<file path="src/rtl/udp_frame_pkg.sv">
// Shared types and elaboration-time header generation for the UDP frame builder.
// The header is a constant nibble vector: nibble 2*i is the low nibble of header byte i.
package udp_frame_pkg;

    localparam int HDR_NIBBLES = 84;
    localparam int HDR_BITS    = 4 * HDR_NIBBLES;
    localparam int MAX_PAYLOAD = 1472;
    localparam int PCNT_W      = $clog2(2 * MAX_PAYLOAD);
    localparam int HIDX_W      = $clog2(HDR_NIBBLES);

    typedef enum logic [2:0] {
        ST_IDLE,
        ST_HDR,
        ST_PAY,
        ST_PAD,
        ST_DROP
    } state_t;

    // Ones-complement sum over the IPv4 header words; id and checksum words are zero.
    function automatic logic [15:0] ip_csum(
        input logic [31:0] src,
        input logic [31:0] dst,
        input logic [15:0] len
    );
        logic [19:0] sum;
        sum = 20'h04500 + 20'(len) + 20'h04000 + 20'h04011
            + 20'(src[31:16]) + 20'(src[15:0])
            + 20'(dst[31:16]) + 20'(dst[15:0]);
        sum = 20'(sum[15:0]) + 20'(sum[19:16]);
        sum = 20'(sum[15:0]) + 20'(sum[19:16]);
        return ~sum[15:0];
    endfunction

    function automatic logic [HDR_BITS-1:0] build_hdr(
        input logic [47:0] dst_mac,
        input logic [47:0] src_mac,
        input logic [31:0] src_ip,
        input logic [31:0] dst_ip,
        input logic [15:0] src_port,
        input logic [15:0] dst_port,
        input logic [15:0] payload_bytes
    );
        logic [HDR_BITS-1:0] bytes_be;
        logic [HDR_BITS-1:0] nib;
        logic [15:0]         ip_len;
        logic [15:0]         udp_len;
        ip_len  = 16'd28 + payload_bytes;
        udp_len = 16'd8 + payload_bytes;
        bytes_be = {dst_mac, src_mac, 16'h0800,
                    16'h4500, ip_len, 16'h0000, 16'h4000, 16'h4011,
                    ip_csum(src_ip, dst_ip, ip_len), src_ip, dst_ip,
                    src_port, dst_port, udp_len, 16'h0000};
        // Byte-reverse so byte 0 (first on the wire) lands in the low bits.
        for (int i = 0; i < HDR_BITS / 8; i++) begin
            nib[8*i +: 8] = bytes_be[HDR_BITS-1-8*i -: 8];
        end
        return nib;
    endfunction

endpackage

</file>
<file path="src/rtl/udp_hdr_rom.sv">
// Constant 84 x 4 header lookup, combinational, indexed by header nibble position.
module udp_hdr_rom
    import udp_frame_pkg::*;
#(
    parameter logic [47:0] DST_MAC       = 48'hFFFF_FFFF_FFFF,
    parameter logic [47:0] SRC_MAC       = 48'h0200_0000_0001,
    parameter logic [31:0] SRC_IP        = 32'hC0A8_010A,
    parameter logic [31:0] DST_IP        = 32'hC0A8_0101,
    parameter logic [15:0] SRC_PORT      = 16'd4000,
    parameter logic [15:0] DST_PORT      = 16'd4001,
    parameter int          PAYLOAD_BYTES = 1024
) (
    input  logic [HIDX_W-1:0] hidx,
    output logic [3:0]        dat
);

    localparam logic [HDR_BITS-1:0] HDR = build_hdr(DST_MAC, SRC_MAC, SRC_IP, DST_IP,
                                                    SRC_PORT, DST_PORT, 16'(PAYLOAD_BYTES));

    always_comb begin
        dat = 4'h0;
        if (hidx < HIDX_W'(HDR_NIBBLES)) begin
            dat = HDR[{hidx, 2'b00} +: 4];
        end
    end

endmodule

</file>
<file path="src/rtl/udp_frame_builder.sv">
// Prepends a constant Ethernet/IPv4/UDP header to the upstream nibble stream and
// forces every frame to exactly PAYLOAD_BYTES of payload (zero pad / truncate).
module udp_frame_builder
    import udp_frame_pkg::*;
#(
    parameter logic [47:0] DST_MAC       = 48'hFFFF_FFFF_FFFF,
    parameter logic [47:0] SRC_MAC       = 48'h0200_0000_0001,
    parameter logic [31:0] SRC_IP        = 32'hC0A8_010A,
    parameter logic [31:0] DST_IP        = 32'hC0A8_0101,
    parameter logic [15:0] SRC_PORT      = 16'd4000,
    parameter logic [15:0] DST_PORT      = 16'd4001,
    parameter int          PAYLOAD_BYTES = 1024
) (
    input  logic       clk,
    input  logic       rst,
    input  logic       iVld,
    input  logic       iEof,
    input  logic [3:0] iDat,
    output logic       iReady,
    output logic       oVld,
    output logic       oEof,
    output logic [3:0] oDat,
    input  logic       iAck,
    output logic       errShort,
    output logic       errLong
);

    localparam logic [PCNT_W-1:0] PLAST = PCNT_W'(2 * PAYLOAD_BYTES - 1);
    localparam logic [HIDX_W-1:0] HLAST = HIDX_W'(HDR_NIBBLES - 1);

    state_t              state, state_nx;
    logic [HIDX_W-1:0]   hidx, hidx_nx;
    logic [PCNT_W-1:0]   pcnt, pcnt_nx;
    logic                err_short_nx, err_long_nx;
    logic [3:0]          hdr_dat;
    logic                last;

    udp_hdr_rom #(
        .DST_MAC      (DST_MAC),
        .SRC_MAC      (SRC_MAC),
        .SRC_IP       (SRC_IP),
        .DST_IP       (DST_IP),
        .SRC_PORT     (SRC_PORT),
        .DST_PORT     (DST_PORT),
        .PAYLOAD_BYTES(PAYLOAD_BYTES)
    ) u_hdr_rom (
        .hidx(hidx),
        .dat (hdr_dat)
    );

    assign last = (pcnt == PLAST);

    always_ff @(posedge clk) begin
        if (rst) begin
            state    <= ST_IDLE;
            hidx     <= '0;
            pcnt     <= '0;
            errShort <= 1'b0;
            errLong  <= 1'b0;
        end else begin
            state    <= state_nx;
            hidx     <= hidx_nx;
            pcnt     <= pcnt_nx;
            errShort <= err_short_nx;
            errLong  <= err_long_nx;
        end
    end

    always_comb begin
        state_nx     = state;
        hidx_nx      = hidx;
        pcnt_nx      = pcnt;
        err_short_nx = 1'b0;
        err_long_nx  = 1'b0;
        oVld         = 1'b0;
        oEof         = 1'b0;
        oDat         = 4'h0;
        iReady       = 1'b0;
        case (state)
            ST_IDLE: begin
                if (iVld) begin
                    state_nx = ST_HDR;
                    hidx_nx  = '0;
                end
            end
            ST_HDR: begin
                oVld = 1'b1;
                oDat = hdr_dat;
                if (iAck) begin
                    if (hidx == HLAST) begin
                        state_nx = ST_PAY;
                        pcnt_nx  = '0;
                    end else begin
                        hidx_nx = hidx + 1'b1;
                    end
                end
            end
            ST_PAY: begin
                // Zero-latency pass-through: upstream handshake follows tx_mac's ack.
                oVld   = iVld;
                oDat   = iDat;
                oEof   = last;
                iReady = iAck;
                if (iVld && iAck) begin
                    pcnt_nx = pcnt + 1'b1;
                    if (iEof && last) begin
                        state_nx = ST_IDLE;
                    end else if (iEof) begin
                        state_nx     = ST_PAD;
                        err_short_nx = 1'b1;
                    end else if (last) begin
                        state_nx    = ST_DROP;
                        err_long_nx = 1'b1;
                    end
                end
            end
            ST_PAD: begin
                oVld = 1'b1;
                oEof = last;
                if (iAck) begin
                    if (last) begin
                        state_nx = ST_IDLE;
                    end else begin
                        pcnt_nx = pcnt + 1'b1;
                    end
                end
            end
            ST_DROP: begin
                // Swallow the rest of an over-long upstream frame.
                iReady = 1'b1;
                if (iVld && iEof) begin
                    state_nx = ST_IDLE;
                end
            end
            default: begin
                state_nx = ST_IDLE;
            end
        endcase
    end

endmodule

</file>
<file path="config.mk">
export PLATFORM = sky130hd
export DESIGN_NAME = udp_frame_builder
export DESIGN_NICKNAME = d
export VERILOG_FILES = /design/src/rtl/udp_frame_pkg.sv /design/src/rtl/udp_hdr_rom.sv /design/src/rtl/udp_frame_builder.sv
export SDC_FILE = /design/constraint.sdc
export NUM_CORES = 1
export LEC_CHECK = 0
export BUFFER_PORTS_ARGS = -buffer_cell sky130_fd_sc_hd__buf_2
export CELL_PAD_IN_SITES_DETAIL_PLACEMENT = 0
export CELL_PAD_IN_SITES_GLOBAL_PLACEMENT = 2
export CORE_MARGIN = 8
export CORE_UTILIZATION = 36
export DETAILED_ROUTE_END_ITERATION = 10
export PLACE_DENSITY = 0.92
export SLEW_MARGIN = 0
export SYNTH_ARGS = -nofsm -noshare
export SYNTH_HDL_FRONTEND = slang
export SYNTH_SLANG_ARGS = --single-unit
</file>
<file path="constraint.sdc">
create_clock -name clk -period 4.35 [get_ports clk]
set_input_delay 0.6525 -clock clk [delete_from_list [all_inputs] [get_ports clk]]
set_output_delay 0.6525 -clock clk [all_outputs]
set_load 0.005 [all_outputs]
</file>
# Yosys cells after proc, flatten, opt, wreduce, memory -nomap -nowiden
# Index checks and enable logic that the tools add are counted.
dict set report word_totals {
  ff_bits 24
  inputBits 9
  output_inout_bits 9
  wordCells 68
}
dict set report op_classes {
  add_sub_neg 2
  n_lt_le_gt_ge 1
  n_eq_ne 16
  n_shift 1
  mux 28
  n_bitwise 2
  reduce_logical 13
}
# operator count
set op_table {}
lappend op_table {{indexed part select 336 x 10 -> 4 bit, first input constant} 1}
lappend op_table {{2-to-1 mux 12 bit} 5}
lappend op_table {{one-hot mux 12 bit (3 select lines)} 1}
lappend op_table {{2-to-1 mux 3 bit} 10}
lappend op_table {{2-to-1 mux 7 bit} 3}
lappend op_table {{!= test 2 bit, second input constant} 9}
lappend op_table {{one-hot mux 3 bit (5 select lines)} 1}
lappend op_table {{one-hot mux 7 bit (2 select lines)} 1}
lappend op_table {{adder 12 x 1 -> 12 bit, second input constant} 1}
lappend op_table {{== test 12 x 11 -> 1 bit, second input constant} 1}
lappend op_table {{one-hot mux 4 bit (2 select lines)} 1}
lappend op_table {{AND reduction 8 bit} 1}
lappend op_table {{adder 7 x 1 -> 7 bit, second input constant} 1}
lappend op_table {{== test 7 bit, second input constant} 1}
lappend op_table {{< comparator 7 bit, second input constant} 1}
lappend op_table {{== test 3 x 2 -> 1 bit, second input constant} 2}
lappend op_table {{AND reduction 6 bit} 1}
lappend op_table {{OR reduction 5 bit} 1}
lappend op_table {{2-to-1 mux 4 bit} 1}
lappend op_table {{!= test 4 bit, second input constant} 1}
lappend op_table {{one-hot mux 1 bit (2 select lines)} 2}
lappend op_table {{AND reduction 4 bit} 1}
lappend op_table {{OR reduction 2 bit} 2}
lappend op_table {{OR reduction 4 bit} 1}
lappend op_table {{8 further kinds} 13}

# Depth between registers and ports, before layout
# Gate-level depths: netlist of run 1.
dict set report logic_depth {
  ltp_word 6
  depth_mapped 7
  depth_no_buf 6
}

# Hierarchy
# From an unflattened synthesis of run 1, not the netlist that was laid out.
dict set report unflattened {
  cells_unflattened 232
  area_unflattened_um2 1754.2
}
# module instances cells_per_inst area_per_inst_um2
set by_module_without_submodules {}
lappend by_module_without_submodules {udp_frame_builder 1 174 1367.6}
lappend by_module_without_submodules {udp_hdr_rom 1 58 386.6}

# Worst setup path after synthesis of run 1
# OpenSTA, ideal clock, no wires.
dict set report synth_path {
  path_kind {flip-flop to output port}
  from {register hidx[0]}
  to {output oDat[1]}
  arrival_time_ns 1.514
  path_slack_ns 2.184
  stages_incl_launch_ff 7
  path_cell_list {dfxtp_1 inv_1 ha_1 o32a_1 nand4_1 nand2_1 a221o_1}
}
dict set report synth_between {
  elab_chain_cells 3
}
# item line_no
set synth_rtl {}
lappend synth_rtl {{start, declared} udp_frame_builder.sv:32} ;# logic [HIDX_W-1:0] hidx, hidx_nx;
lappend synth_rtl {{start signal, assigned} udp_frame_builder.sv:62} ;# hidx <= hidx_nx;
lappend synth_rtl {{indexed part select 336 x 10 -> 4 bit or < comparator 7 bit (tied branches)} {udp_hdr_rom.sv:23, udp_hdr_rom.sv:22}}
lappend synth_rtl {{2-to-1 mux 4 bit *} udp_hdr_rom.sv:22} ;# if (hidx < HIDX_W'(HDR_NIBBLES)) begin
lappend synth_rtl {{one-hot mux 4 bit (2 select lines) *} udp_frame_builder.sv:79} ;# case (state)
lappend synth_rtl {{end, declared} udp_frame_builder.sv:22} ;# output logic [3:0] oDat,
# Mark *: on every way between the ends. The rest lies on a longest branch, timed or not.

# Final worst setup path of run 1
dict set report layout_path {
  from {register state[0]}
  to {output oDat[0]}
}
dict set report layout_between {
  elab_chain_cells 2
}
# item line_no
set layout_rtl {}
lappend layout_rtl {{start, declared} udp_frame_builder.sv:31} ;# state_t state, state_nx;
lappend layout_rtl {{start signal, assigned} udp_frame_builder.sv:61} ;# state <= state_nx;
lappend layout_rtl {{== test 3 x 2 -> 1 bit or == test 3 x 1 -> 1 bit (tied branches)} udp_frame_builder.sv:79}
lappend layout_rtl {{one-hot mux 4 bit (2 select lines) *} udp_frame_builder.sv:79}
# Marks and branches as above.

==> results of run 1 <==
-- synthesized netlist by cell type (3+ instances only) --
cell                        n
sky130_fd_sc_hd__dfxtp_1   24
sky130_fd_sc_hd__o31ai_1    5
sky130_fd_sc_hd__nor3_1     6
sky130_fd_sc_hd__inv_1      5
sky130_fd_sc_hd__nor2_1    20
sky130_fd_sc_hd__and3_1     3
sky130_fd_sc_hd__nand4_1    3
sky130_fd_sc_hd__o21ai_0   17
sky130_fd_sc_hd__xor2_1     4
sky130_fd_sc_hd__ha_1       6
sky130_fd_sc_hd__o211ai_1   3
sky130_fd_sc_hd__nand2b_1   8
sky130_fd_sc_hd__nand3_1   17
sky130_fd_sc_hd__or2_2      3
sky130_fd_sc_hd__a21oi_1   21
sky130_fd_sc_hd__and2_1     3
sky130_fd_sc_hd__clkbuf_1   7
sky130_fd_sc_hd__nand2_1   22
sky130_fd_sc_hd__or3_1      7
-- layout by cell type (no fill, tap or decap), types with 2 or more instances in the layout --
| cell | count |
|---|---|
| sky130_fd_sc_hd__buf_2 | 17 |
| sky130_fd_sc_hd__clkbuf_8 | 3 |
| sky130_fd_sc_hd__and2_1 | 3 |
| sky130_fd_sc_hd__xor2_1 | 4 |
| sky130_fd_sc_hd__ha_1 | 6 |
| sky130_fd_sc_hd__o21ai_0 | 17 |
| sky130_fd_sc_hd__nand2b_1 | 8 |
| sky130_fd_sc_hd__nor4_1 | 2 |
| sky130_fd_sc_hd__o211ai_1 | 3 |
| sky130_fd_sc_hd__nor2b_1 | 2 |
| sky130_fd_sc_hd__nor3_1 | 6 |
| sky130_fd_sc_hd__a31o_1 | 2 |
| sky130_fd_sc_hd__o221ai_1 | 2 |
| sky130_fd_sc_hd__nand4_1 | 3 |
| sky130_fd_sc_hd__o31ai_1 | 5 |
| sky130_fd_sc_hd__nor2_1 | 20 |
| sky130_fd_sc_hd__nand4b_1 | 2 |
| sky130_fd_sc_hd__a21oi_1 | 21 |
| sky130_fd_sc_hd__xnor2_1 | 2 |
| sky130_fd_sc_hd__nand3_1 | 17 |
| sky130_fd_sc_hd__dfxtp_1 | 24 |
| sky130_fd_sc_hd__or3_1 | 7 |
| sky130_fd_sc_hd__or4_1 | 2 |
| sky130_fd_sc_hd__and3_1 | 3 |
| sky130_fd_sc_hd__nand2_1 | 22 |
| sky130_fd_sc_hd__inv_1 | 5 |
| sky130_fd_sc_hd__or4_4 | 2 |
| sky130_fd_sc_hd__or2_2 | 3 |
-- logic make-up (layout without fill, tap and decap cells) --
kind of cell,count (synthesis),in the layout,share of synthesized area (%)
xor gates and xnor gates,6,6,3.070
DFF,24,24,28.07
muxes,1,1,0.5848
buffers and inverters,18,28,4.752
and+or+nand+nor,108,108,34.43
AOI/OAI and AO/OA,65,65,24.71
adders and majority gates,6,6,4.386
-- worst min-delay path: stages, from the launching register on --
cell                      delay (ns)
sky130_fd_sc_hd__dfxtp_1        0.33
sky130_fd_sc_hd__o31ai_1        0.07
sky130_fd_sc_hd__a21oi_1        0.06
-- cell type report --
type | instances | area, µm² | area share [%]
inverters | 7 | 26.28 | 1.397
well taps | 54 | 67.56 | 3.593
multi-input cells | 186 | 1150 | 61.14
clock inverters | 1 | 30.03 | 1.597
flip-flops and latches | 24 | 480.5 | 25.55
clock buffers | 3 | 41.29 | 2.196
repair buffers | 17 | 85.08 | 4.524
-- worst paths after layout --
| check | slack (ns) | end |
|---|---|---|
| worst min-delay path | 0.50 | pcnt[8] |
| worst max register to register | 2.00 | pcnt[2] |
| worst max-delay path | 1.46 | oDat[0] |
| worst min register to register | 0.50 | pcnt[8] |
-- per-layer routing --
layer / vias to the layer above / part of all wire [%] / routed length [µm]
li1: 856 / - / -
met1: 806 / 47 / 2040
met2: 20 / 50 / 2172
met3: 2 / 2.6 / 114
met4: 0 / 0.62 / 27
met5: - / 0 / 0
-- metrics by stage --
step                power (mW)  std cells  area [µm²]  utilization, %
floorplan               0.2825        228        1712               -
global placement        0.3080        288        1809           38.82
detailed placement      0.3070        288        1809           38.82
CTS                     0.5061        292        1881           40.35
global route            0.5252        292        1881           40.35
finish                  0.5012        292        1881           40.35
-- state kept, by name (all words and copies together) (netlist names) --
name,cells
errLong,1
errShort,1
hidx,7
pcnt,12
state,3
-- power by group through the flow --
stage / logic [mW] / registers (mW) / clock network (mW)
after floorplan: 0.0518 / 0.231 / 0
after global placement: 0.0715 / 0.237 / 0
after detailed placement: 0.0706 / 0.236 / 0
after CTS: 0.0711 / 0.231 / 0.204
after global routing: 0.0790 / 0.232 / 0.214
final: 0.0708 / 0.231 / 0.199
==> key figures, run 1 <==
Timing
  – Worst-case hold slack: 0.4963 ns
  – Fin. Hold Viols: 0
  – Rel. slew slack: 27.46%
  – Transition time at the pin with the least slew margin: between 1 and 1.5 ns
  – Total negative setup slack: 0 ns
  – Worst Slack Setup Final: between 1 and 1.5 ns
  – Post-route minimum period: 2.892 ns
  – Clock tree skew after final layout: 0.0009044 ns
  – Setup repair after global routing missed its margin: false
  – Max-slew violation total from the final report: 0
  – Fmax: 0.3458 GHz
  – Final number of setup-violating endpoints: 0
  – Tcrit/Tclk final: approximately two thirds

Clock network
  – Root buf cell: sky130_fd_sc_hd__clkbuf_8
  – Clock tree buffer depth: 2
  – Clock transition at the registers of the reported paths: 0.09 ns
  – Buffers inserted by post-CTS timing repair: 0
  – Number of clock sinks seen by CTS: 24
  – Clock buffers created by TritonCTS: 3
  – CTS Hold Bufs: 0
  – TritonCTS clock tree: built
  – Quantity of gates resized following cts: 0
  – H-Tree Level Count: 1
  – Clock latency on the worst-skew pair: 0.26 ns

Floorplanning
  – Count of standard-cell rows: 25
  – Placeable core region: 4661 µm²
  – Die boundary height: 84.96 µm
  – Area of the die: 7217 µm²
  – Die outline width: 84.96 µm
  – Ports placed on the boundary: 18
  – Initial cell density of the core: 36.72%

Worst setup path
  – Kind of end point of the critical path: output port
  – Crit-path max cell delay: 0.59 ns
  – CP startpoint: state[0]
  – Stages on the worst setup path: 6
  – Chain of cells forming the critical path: nor3b_1 > nand3_1 > nor3_1 > a21oi_1 > o21ai_0 > buf_2
  – Maximum fanout count along the critical path: 11
  – WP buf/inv: 1
  – Cell type group with the largest total delay on the critical path: simple AND/OR/NAND/NOR gates
  – Startpoint types: flip-flop
  – Reg-to-reg startpoint: hidx[0]
  – Arrival time at the worst endpoint: between 2 and 2.5 ns
  – Critical path data required time: roughly 3.7 ns
  – Type of the worst setup path: flip-flop to output port
  – Crit-path slowest cell: sky130_fd_sc_hd__nor3b_1
  – Depth of the worst register-to-register path: 5

Global routing
  – Antenna violations before repair: 0
  – Overflow after GRT: 0
  – Met1 routing resource usage after global routing: 15.63%
  – Global-route wire length before repair: 7590 µm
  – Busiest layer in global routing: met2
  – Met2 track utilization from global routing: a little over a fifth
  – Global routing met3 resource utilization: ~1.5%
  – Number of global-route vias before repair: 1,606
  – Pin count of the biggest net entering global routing: 21
  – Global-route total usage across every layer: 12.35%

Power and ir drop
  – Net switching power: 0.1261 mW
  – Static Leakage: 0.6428 nW
  – Max VDD drop: 0.1213 mV
  – Internal Pwr Total: 0.3751 mW
  – Clock power share: between 30% and 40%
  – Power per cell area: 266.5 nW/µm²
  – Net switching fraction of the power: between 20% and 30%
  – Combinational share of power: 14.1%
  – Share of power burned in registers: 46.2%

Routing
  – Initial drt markers: 106
  – Detailed Routing Iterations Pass 1: 4
  – Sum of routed wire length over all layers: 4354 µm
  – Remaining routing DRC violations: 0
  – Via/cell ratio: 5.767
  – Number of routed nets with antenna violations: 0
  – Detailed-route via count: 1,684
  – Drt wl/cell: 14.91 µm

Synthesis
  – Most used flip-flop cell after synthesis: sky130_fd_sc_hd__dfxtp_1
  – Number of enable-type register cells in the synthesized netlist: 0
  – Post-synthesis area per instance: 7.507 µm²
  – Library cell occupying the most area in the post-synthesis netlist: sky130_fd_sc_hd__dfxtp_1
  – Fraction of synthesized cell area taken by the top area cell type: about 28%
  – Total of warnings raised by yosys: 0
  – Sequential-to-total area share from yosys stat: 28.07%
  – Mapped cell area: ~1700 µm²
  – Synth Net Count: 243
  – Biggest area contributors in the synthesized netlist: sky130_fd_sc_hd__dfxtp_1 (28%), sky130_fd_sc_hd__a21oi_1 (6.1%), sky130_fd_sc_hd__nand3_1 (5.0%)
  – Async S/R FF share, synth: 0%
  – Number of synthesized register bits: 24
  – Synth unique cells: 54
  – Number of instances in the synthesized netlist: 228

Place
  – Half-perimeter wire length after detailed placement: 3252 µm
  – Port Buffer Count: 17
  – Worst slack, placed: 1.775 ns
  – GP Congestion: 0.8113

Final layout
  – Diodes inserted: 0
  – Final #Nets: 254
  – Number of fillers in the final layout: ~500
  – Layout area overhead: 9.868%
  – Share of final-layout standard cells stronger than drive strength 1: 14.29%

Min path
  – Min-Delay Path Depth: 2
  – Hold/Removal Path Class: flip-flop to flip-flop
  – Source of the worst hold timing path: pcnt[8]

Run status
  – Outcome: completed

Run
  – Max capacitance violation total: 0
No activity file was read; power rests on OpenSTA's default activity.
==> run 2, diff against run 1 <==
--- a/config.mk
+++ b/config.mk
@@ -9,9 +9,9 @@
 export CELL_PAD_IN_SITES_DETAIL_PLACEMENT = 0
 export CELL_PAD_IN_SITES_GLOBAL_PLACEMENT = 2
 export CORE_MARGIN = 8
-export CORE_UTILIZATION = 36
+export CORE_UTILIZATION = 34
 export DETAILED_ROUTE_END_ITERATION = 10
-export PLACE_DENSITY = 0.92
+export PLACE_DENSITY = 0.88
 export SLEW_MARGIN = 0
 export SYNTH_ARGS = -nofsm -noshare
 export SYNTH_HDL_FRONTEND = slang
==> constraint.sdc (replaced) <==
create_clock -name clk -period 2.75 [get_ports clk]
set_input_delay 0.4125 -clock clk [delete_from_list [all_inputs] [get_ports clk]]
set_output_delay 0.4125 -clock clk [all_outputs]
set_load 0.005 [all_outputs]
==> key figures, run 2 (synthesis results as in run 1) <==
Power and ir drop
  – Power per cell area: 410.8 nW/µm² (+54%)
  – Max VDD drop: 0.2212 mV (+82%)
  – Static Leakage: 0.6691 nW (+4.1%)

Routing
  – Detailed-route via count: 1,670 (-0.83%)
  – Number of routed nets with antenna violations: 0 (unchanged)
  – Initial drt markers: 71 (-33%)
  – Sum of routed wire length over all layers: 4299 µm (-1.3%)
  – Remaining routing DRC violations: 0 (unchanged)
  – Detailed Routing Iterations Pass 1: 4 (unchanged)
  – Drt wl/cell: 13.73 µm (-7.9%)
  – Via/cell ratio: 5.335 (-7.5%)

Timing
  – Clock tree skew after final layout: 0.008728 ns (+0.007824 ns)
  – Rel. slew slack: 62.71% (+35 points)
  – Transition time at the pin with the least slew margin: 0.5594 ns (-0.5195 ns)
  – Fin. Hold Viols: 0 (unchanged)
  – Total negative setup slack: 0 ns (unchanged)
  – Max-slew violation total from the final report: 0 (unchanged)
  – Final number of setup-violating endpoints: 0 (unchanged)
  – Setup repair after global routing missed its margin: false
  – Fmax: between 0.4 and 0.5 GHz
  – Post-route minimum period: 2.481 ns
  – Worst Slack Setup Final: 0.2687 ns (-1.189 ns)
  – Tcrit/Tclk final: 90.23%

Worst setup path
  – FF-to-FF End: pcnt[8]
  – Maximum fanout count along the critical path: 10 (-1)
  – Critical path data required time: 2.34 ns (-1.36 ns)
  – Worst reg-to-reg setup slack: 0.53 ns (-1.47 ns)
  – Kind of end point of the critical path: output port
  – Depth of the worst register-to-register path: 6 (+1)
  – Arrival time at the worst endpoint: 2.07 ns (-0.17 ns)
  – Startpoint types: flip-flop
  – CP startpoint: hidx[0]
  – Reg-to-reg startpoint: hidx[1]
  – Type of the worst setup path: flip-flop to output port
  – Timing endpoint of the critical path: oDat[1]

Place
  – Half-perimeter wire length after detailed placement: 3274 µm (+0.68%)
  – Port Buffer Count: 17 (unchanged)
  – GP Congestion: 0.8245 (+1.6%)
  – Placed Instance Area: 1867 µm² (+3.2%)
  – Worst slack, placed: 0.5685 ns (-1.207 ns)

Final layout
  – Share of final-layout standard cells stronger than drive strength 1: 16.05% (+1.8 points)
  – Register bank with the most flops: pcnt
  – Final #Nets: 259 (+2.0%)
  – Diodes inserted: 0 (unchanged)
  – Flip-flop count of the largest register after layout: 12 (unchanged)
  – Leading cell type in the layout, fill and taps excluded: sky130_fd_sc_hd__dfxtp_1
  – Post-route standard cell area excluding fillers: 1938 µm² (+3.1%)
  – Most frequent cells in the layout: sky130_fd_sc_hd__dfxtp_1 (24), sky130_fd_sc_hd__nand2_1 (22), sky130_fd_sc_hd__a21oi_1 (21)
  – Layout area overhead: 13.23%
  – Biggest regs: pcnt (12), hidx (7), state (3)

Global routing
  – Overflow after GRT: 0 (unchanged)
  – Number of global-route vias before repair: 1,550 (-3.5%)
  – Global-route total usage across every layer: 12.13% (-0.22 points)
  – Global-route wire length before repair: 7590 µm (unchanged)
  – Global routing met3 resource utilization: 2.358% (+0.81 points)
  – Met1 routing resource usage after global routing: 15.57% (-0.051 points)
  – Pin count of the biggest net entering global routing: 17 (-19%)
  – Antenna violations before repair: 0 (unchanged)
  – Busiest layer in global routing: met2
  – Met2 track utilization from global routing: 20.40% (-0.76 points)

Floorplanning
  – Ports placed on the boundary: 18 (unchanged)
  – Area of the die: 7560 µm² (+4.8%)
  – Initial cell density of the core: 34.39% (-2.3 points)
  – Placeable core region: 4977 µm² (+6.8%)
  – Die boundary height: 86.95 µm (+2.3%)
  – Die outline width: 86.95 µm (+2.3%)
  – Count of standard-cell rows: 26 (+4.0%)

Min path
  – Hold/Removal Path Class: primary input to flip-flop
  – Source of the worst hold timing path: iEof

Clock network
  – Number of clock sinks seen by CTS: 24 (unchanged)
  – TritonCTS clock tree: built
  – Root buf cell: sky130_fd_sc_hd__clkbuf_8
  – Clock latency on the worst-skew pair: 0.27 ns (about the same)
  – Quantity of gates resized following cts: 0 (unchanged)
  – CTS Hold Bufs: 0 (unchanged)
  – Clock buffers created by TritonCTS: 3 (unchanged)
  – H-Tree Level Count: 1 (unchanged)
  – Clock tree buffer depth: 2 (unchanged)
  – Clock transition at the registers of the reported paths: 0.09 ns (about the same)
  – Buffers inserted by post-CTS timing repair: 0 (unchanged)

Run
  – Max capacitance violation total: 0 (unchanged)

Run status
  – Outcome: completed
[run 2: cell count changes in the layout (fill, tap and decap cells not counted), sizes merged]
cell / before / now
buf: 17 / 22
[run 2: power breakdown]
part | leakage, nW | switching [mW] | internal [mW] | total (mW)
logic | 0.440 | 0.0661 | 0.0509 | 0.117
registers | 0.194 | 0.0140 | 0.352 | 0.366
clock network | 0.0357 | 0.118 | 0.195 | 0.313
[run 2: per-stage QoR]
step	utilization [%]	hold slack, ns	std cells	total power [mW]
detailed placement	37.51	0.4735	309	0.4924
global placement	37.51	0.4648	309	0.4938
global route	38.94	0.4341	313	0.8385
CTS	38.94	0.3992	313	0.8096
floorplan	-	0.4521	228	0.4468
finish	38.94	0.4108	313	0.7962
[run 2: area by class of cell]
class / count / area [µm²]
tap: 70 / 87.58
inverter: 7 / 26.28
clock inverter: 1 / 30.03
multi-input combinational: 186 / 1150
sequential: 24 / 480.5
fill: 532 / 3039
timing repair buffer: 22 / 122.6
clock buffer: 3 / 41.29
[run 2: worst min-delay path by stage]
stage	to	slack, ns	cells past startpoint
3_5_place_dp	pcnt[8]	0.47	2
5_1_grt	errShort	0.43	2
3_3_place_gp	pcnt[8]	0.46	2
2_1_floorplan	pcnt[8]	0.45	2
6_report	errShort	0.41	2
4_1_cts	errShort	0.40	2
[run 2: worst max-delay path: stages (launching register included)]
cell                      delay (ns)
sky130_fd_sc_hd__dfxtp_1        0.52
sky130_fd_sc_hd__inv_1          0.13
sky130_fd_sc_hd__ha_1           0.27
sky130_fd_sc_hd__o32a_1         0.30
sky130_fd_sc_hd__nand4_1        0.09
sky130_fd_sc_hd__nand2_1        0.06
sky130_fd_sc_hd__a221o_1        0.30
sky130_fd_sc_hd__buf_2          0.13
[run 2: metal layers]
metal / share of wire [%] / wire length [µm] / vias up
met4: 0.58 / 25 / 0
met2: 47 / 2041 / 14
li1: - / - / 873
met1: 50 / 2133 / 781
met3: 2.3 / 99 / 2
met5: 0 / 0 / -
==> run 3, diff against run 2 <==
==> constraint.sdc (replaced) <==
create_clock -name clk -period 2.75 [get_ports clk]
set_input_delay 0.1375 -clock clk [delete_from_list [all_inputs] [get_ports clk]]
set_output_delay 0.1375 -clock clk [all_outputs]
set_load 0.005 [all_outputs]
==> key figures, run 3 (synthesis results as in run 1) <==
Global routing
  – Global-route wire length before repair: 7265 µm (-4.3%)
  – Met2 track utilization from global routing: 19.85% (-0.56 points)
  – Number of global-route vias before repair: 1,543 (-0.45%)
  – Pin count of the biggest net entering global routing: 20 (+3)
  – Overflow after GRT: 0 (unchanged)
  – Global-route total usage across every layer: 11.69% (-0.44 points)
  – Antenna violations before repair: 0 (unchanged)
  – Busiest layer in global routing: met2
  – Met1 routing resource usage after global routing: 14.29% (-1.3 points)
  – Global routing met3 resource utilization: 2.925% (+0.57 points)

Min path
  – Source of the worst hold timing path: iEof
  – Hold/Removal Path Class: primary input to flip-flop
  – Min-Delay Path Depth: 2 (unchanged)
  – End point of the most critical hold path: errShort

Clock network
  – Clock transition at the registers of the reported paths: 0.09 ns (about the same)
  – Quantity of gates resized following cts: 0 (unchanged)
  – H-Tree Level Count: 1 (unchanged)
  – Clock latency on the worst-skew pair: 0.27 ns (about the same)
  – CTS Hold Bufs: 0 (unchanged)
  – Clock buffers created by TritonCTS: 3 (unchanged)
  – TritonCTS clock tree: built
  – Buffers inserted by post-CTS timing repair: 0 (unchanged)
  – Root buf cell: sky130_fd_sc_hd__clkbuf_8
  – Number of clock sinks seen by CTS: 24 (unchanged)
  – Clock tree buffer depth: 2 (unchanged)

Place
  – GP Congestion: 0.7377 (-11%)
  – Half-perimeter wire length after detailed placement: 3187 µm (-2.7%)
  – Port Buffer Count: 17 (unchanged)
  – Worst slack, placed: 0.6031 ns (+0.03465 ns)

Worst setup path
  – Depth of the worst register-to-register path: 6 (unchanged)
  – Crit-path slowest cell: sky130_fd_sc_hd__dfxtp_1
  – Worst reg-to-reg setup slack: 0.57 ns (+0.04 ns)
  – FF-to-FF End: pcnt[8]
  – Kind of end point of the critical path: output port
  – Chain of cells forming the critical path: inv_1 > ha_1 > o32a_1 > nand4_1 > nand2_1 > a221o_1 > buf_2
  – Startpoint types: flip-flop
  – Reg-to-reg startpoint: hidx[1]
  – Critical path data required time: 2.61 ns (+0.27 ns)
  – Arrival time at the worst endpoint: 2.13 ns (+0.06 ns)
  – Crit-path max cell delay: 0.52 ns (about the same)
  – Maximum fanout count along the critical path: 10 (unchanged)
  – Type of the worst setup path: flip-flop to output port

Run
  – Max capacitance violation total: 0 (unchanged)

Floorplanning
  – Initial cell density of the core: 34.39% (unchanged)
  – Ports placed on the boundary: 18 (unchanged)
  – Die boundary height: 86.95 µm (unchanged)
  – Die outline width: 86.95 µm (unchanged)
  – Count of standard-cell rows: 26 (unchanged)
  – Area of the die: 7560 µm² (unchanged)
  – Placeable core region: 4977 µm² (unchanged)

Timing
  – Post-route minimum period: 2.268 ns (-0.2130 ns)
  – Tcrit/Tclk final: 82.48% (-7.7 points)
  – Rel. slew slack: 63.21% (+0.51 points)
  – Setup repair after global routing missed its margin: false
  – Fmax: 0.4409 GHz (+9.4%)
  – Total negative setup slack: 0 ns (unchanged)
  – Worst-case hold slack: 0.1445 ns (-0.2663 ns)
  – Fin. Hold Viols: 0 (unchanged)
  – Max-slew violation total from the final report: 0 (unchanged)
  – Clock tree skew after final layout: 0.007253 ns (-0.001476 ns)
  – Transition time at the pin with the least slew margin: 0.5518 ns (-0.007603 ns)
  – Worst Slack Setup Final: 0.4817 ns (+0.2130 ns)
  – Final number of setup-violating endpoints: 0 (unchanged)

Final layout
  – Number of fillers in the final layout: 502 (-5.6%)
  – Leading cell type in the layout, fill and taps excluded: sky130_fd_sc_hd__dfxtp_1
  – Layout area overhead: 12.35%
  – Diodes inserted: 0 (unchanged)
  – Flip-flop count of the largest register after layout: 12 (unchanged)
  – Final #Nets: 257 (-0.77%)
  – Biggest regs: pcnt (12), hidx (7), state (3)
  – Most frequent cells in the layout: sky130_fd_sc_hd__dfxtp_1 (24), sky130_fd_sc_hd__nand2_1 (22), sky130_fd_sc_hd__a21oi_1 (21)
  – Register bank with the most flops: pcnt
  – Share of final-layout standard cells stronger than drive strength 1: 15.35% (-0.70 points)

Routing
  – Drt wl/cell: 13.51 µm (-1.7%)
  – Number of routed nets with antenna violations: 0 (unchanged)
  – Sum of routed wire length over all layers: 4201 µm (-2.3%)
  – Remaining routing DRC violations: 0 (unchanged)
  – Via/cell ratio: 5.331 (about the same)
  – Detailed-route via count: 1,658 (-0.72%)
  – Detailed Routing Iterations Pass 1: 5 (+1)
  – Initial drt markers: 57 (-20%)

Power and ir drop
  – Internal Pwr Total: 0.5975 mW (about the same)
  – Share of power burned in registers: 46.2% (+0.2 points)
  – Power per cell area: 412.1 nW/µm² (+0.33%)
  – Max VDD drop: 0.2128 mV (-3.8%)
  – Net switching fraction of the power: 24.61% (-0.33 points)
  – Static Leakage: 0.6582 nW (-1.6%)
  – Clock power share: 38.9% (-0.4 points)
  – Combinational share of power: 14.9% (+0.2 points)
  – Net switching power: 0.1951 mW (-1.8%)

Run status
  – Outcome: completed
## run 3: changes by cell type in the layout (fill, tap and decap cells not counted)
cell | before | now
sky130_fd_sc_hd__buf_4 | 5 | 3
## run 3: area by class of cell
type	count	area [µm²]	area share, %
multi-input cells	186	1150	59.79
repair buffers	20	107.6	5.595
inverters	7	26.28	1.366
well taps	70	87.58	4.554
clock inverters	1	30.03	1.561
clock buffers	3	41.29	2.147
flip-flops and latches	24	480.5	24.98
## run 3: worst max path at each step
stage                     cells after the start    start        to  slack [ns]
after floorplan                               7  hidx[1]  pcnt[10]        0.79
after global placement                        6  hidx[1]   pcnt[8]        0.64
after detailed placement                      6  hidx[1]   pcnt[8]        0.60
after CTS                                     7  hidx[0]   oDat[1]        0.48
after global routing                          7  hidx[0]   oDat[1]        0.36
final                                         7  hidx[0]   oDat[1]        0.48
## run 3: through the flow
step / total power, mW / cell area [µm²] / utilization, % / instances
2_1_floorplan: 0.4468 / 1712 / - / 228
3_3_place_gp: 0.4941 / 1852 / 37.20 / 307
3_5_place_dp: 0.4928 / 1852 / 37.20 / 307
4_1_cts: 0.8079 / 1923 / 38.64 / 311
5_1_grt: 0.8378 / 1923 / 38.64 / 311
6_report: 0.7926 / 1923 / 38.64 / 311
## run 3: worst max-delay path: cells and delay by family, from the launching register on
kind,cells,cell delay (ns)
AOI/OAI and AO/OA,2,0.63
DFF,1,0.52
buffers and inverters,2,0.27
and+or+nand+nor,2,0.15
adders and majority gates,1,0.30
## run 3: per-layer routing
| metal | vias up | part of all wire [%] |
|---|---|---|
| met5 | - | 0 |
| met4 | 0 | 0.62 |
| met3 | 2 | 3.3 |
| met2 | 27 | 49 |
| met1 | 762 | 47 |
| li1 | 867 | - |
## run 3: power groups by stage
stage          Combinational, mW  Sequential, mW  Clock, mW
2_1_floorplan             0.0820           0.365          0
3_3_place_gp               0.120           0.374          0
3_5_place_dp               0.119           0.374          0
4_1_cts                    0.119           0.366      0.323
5_1_grt                    0.132           0.368      0.338
6_report                   0.118           0.366      0.308
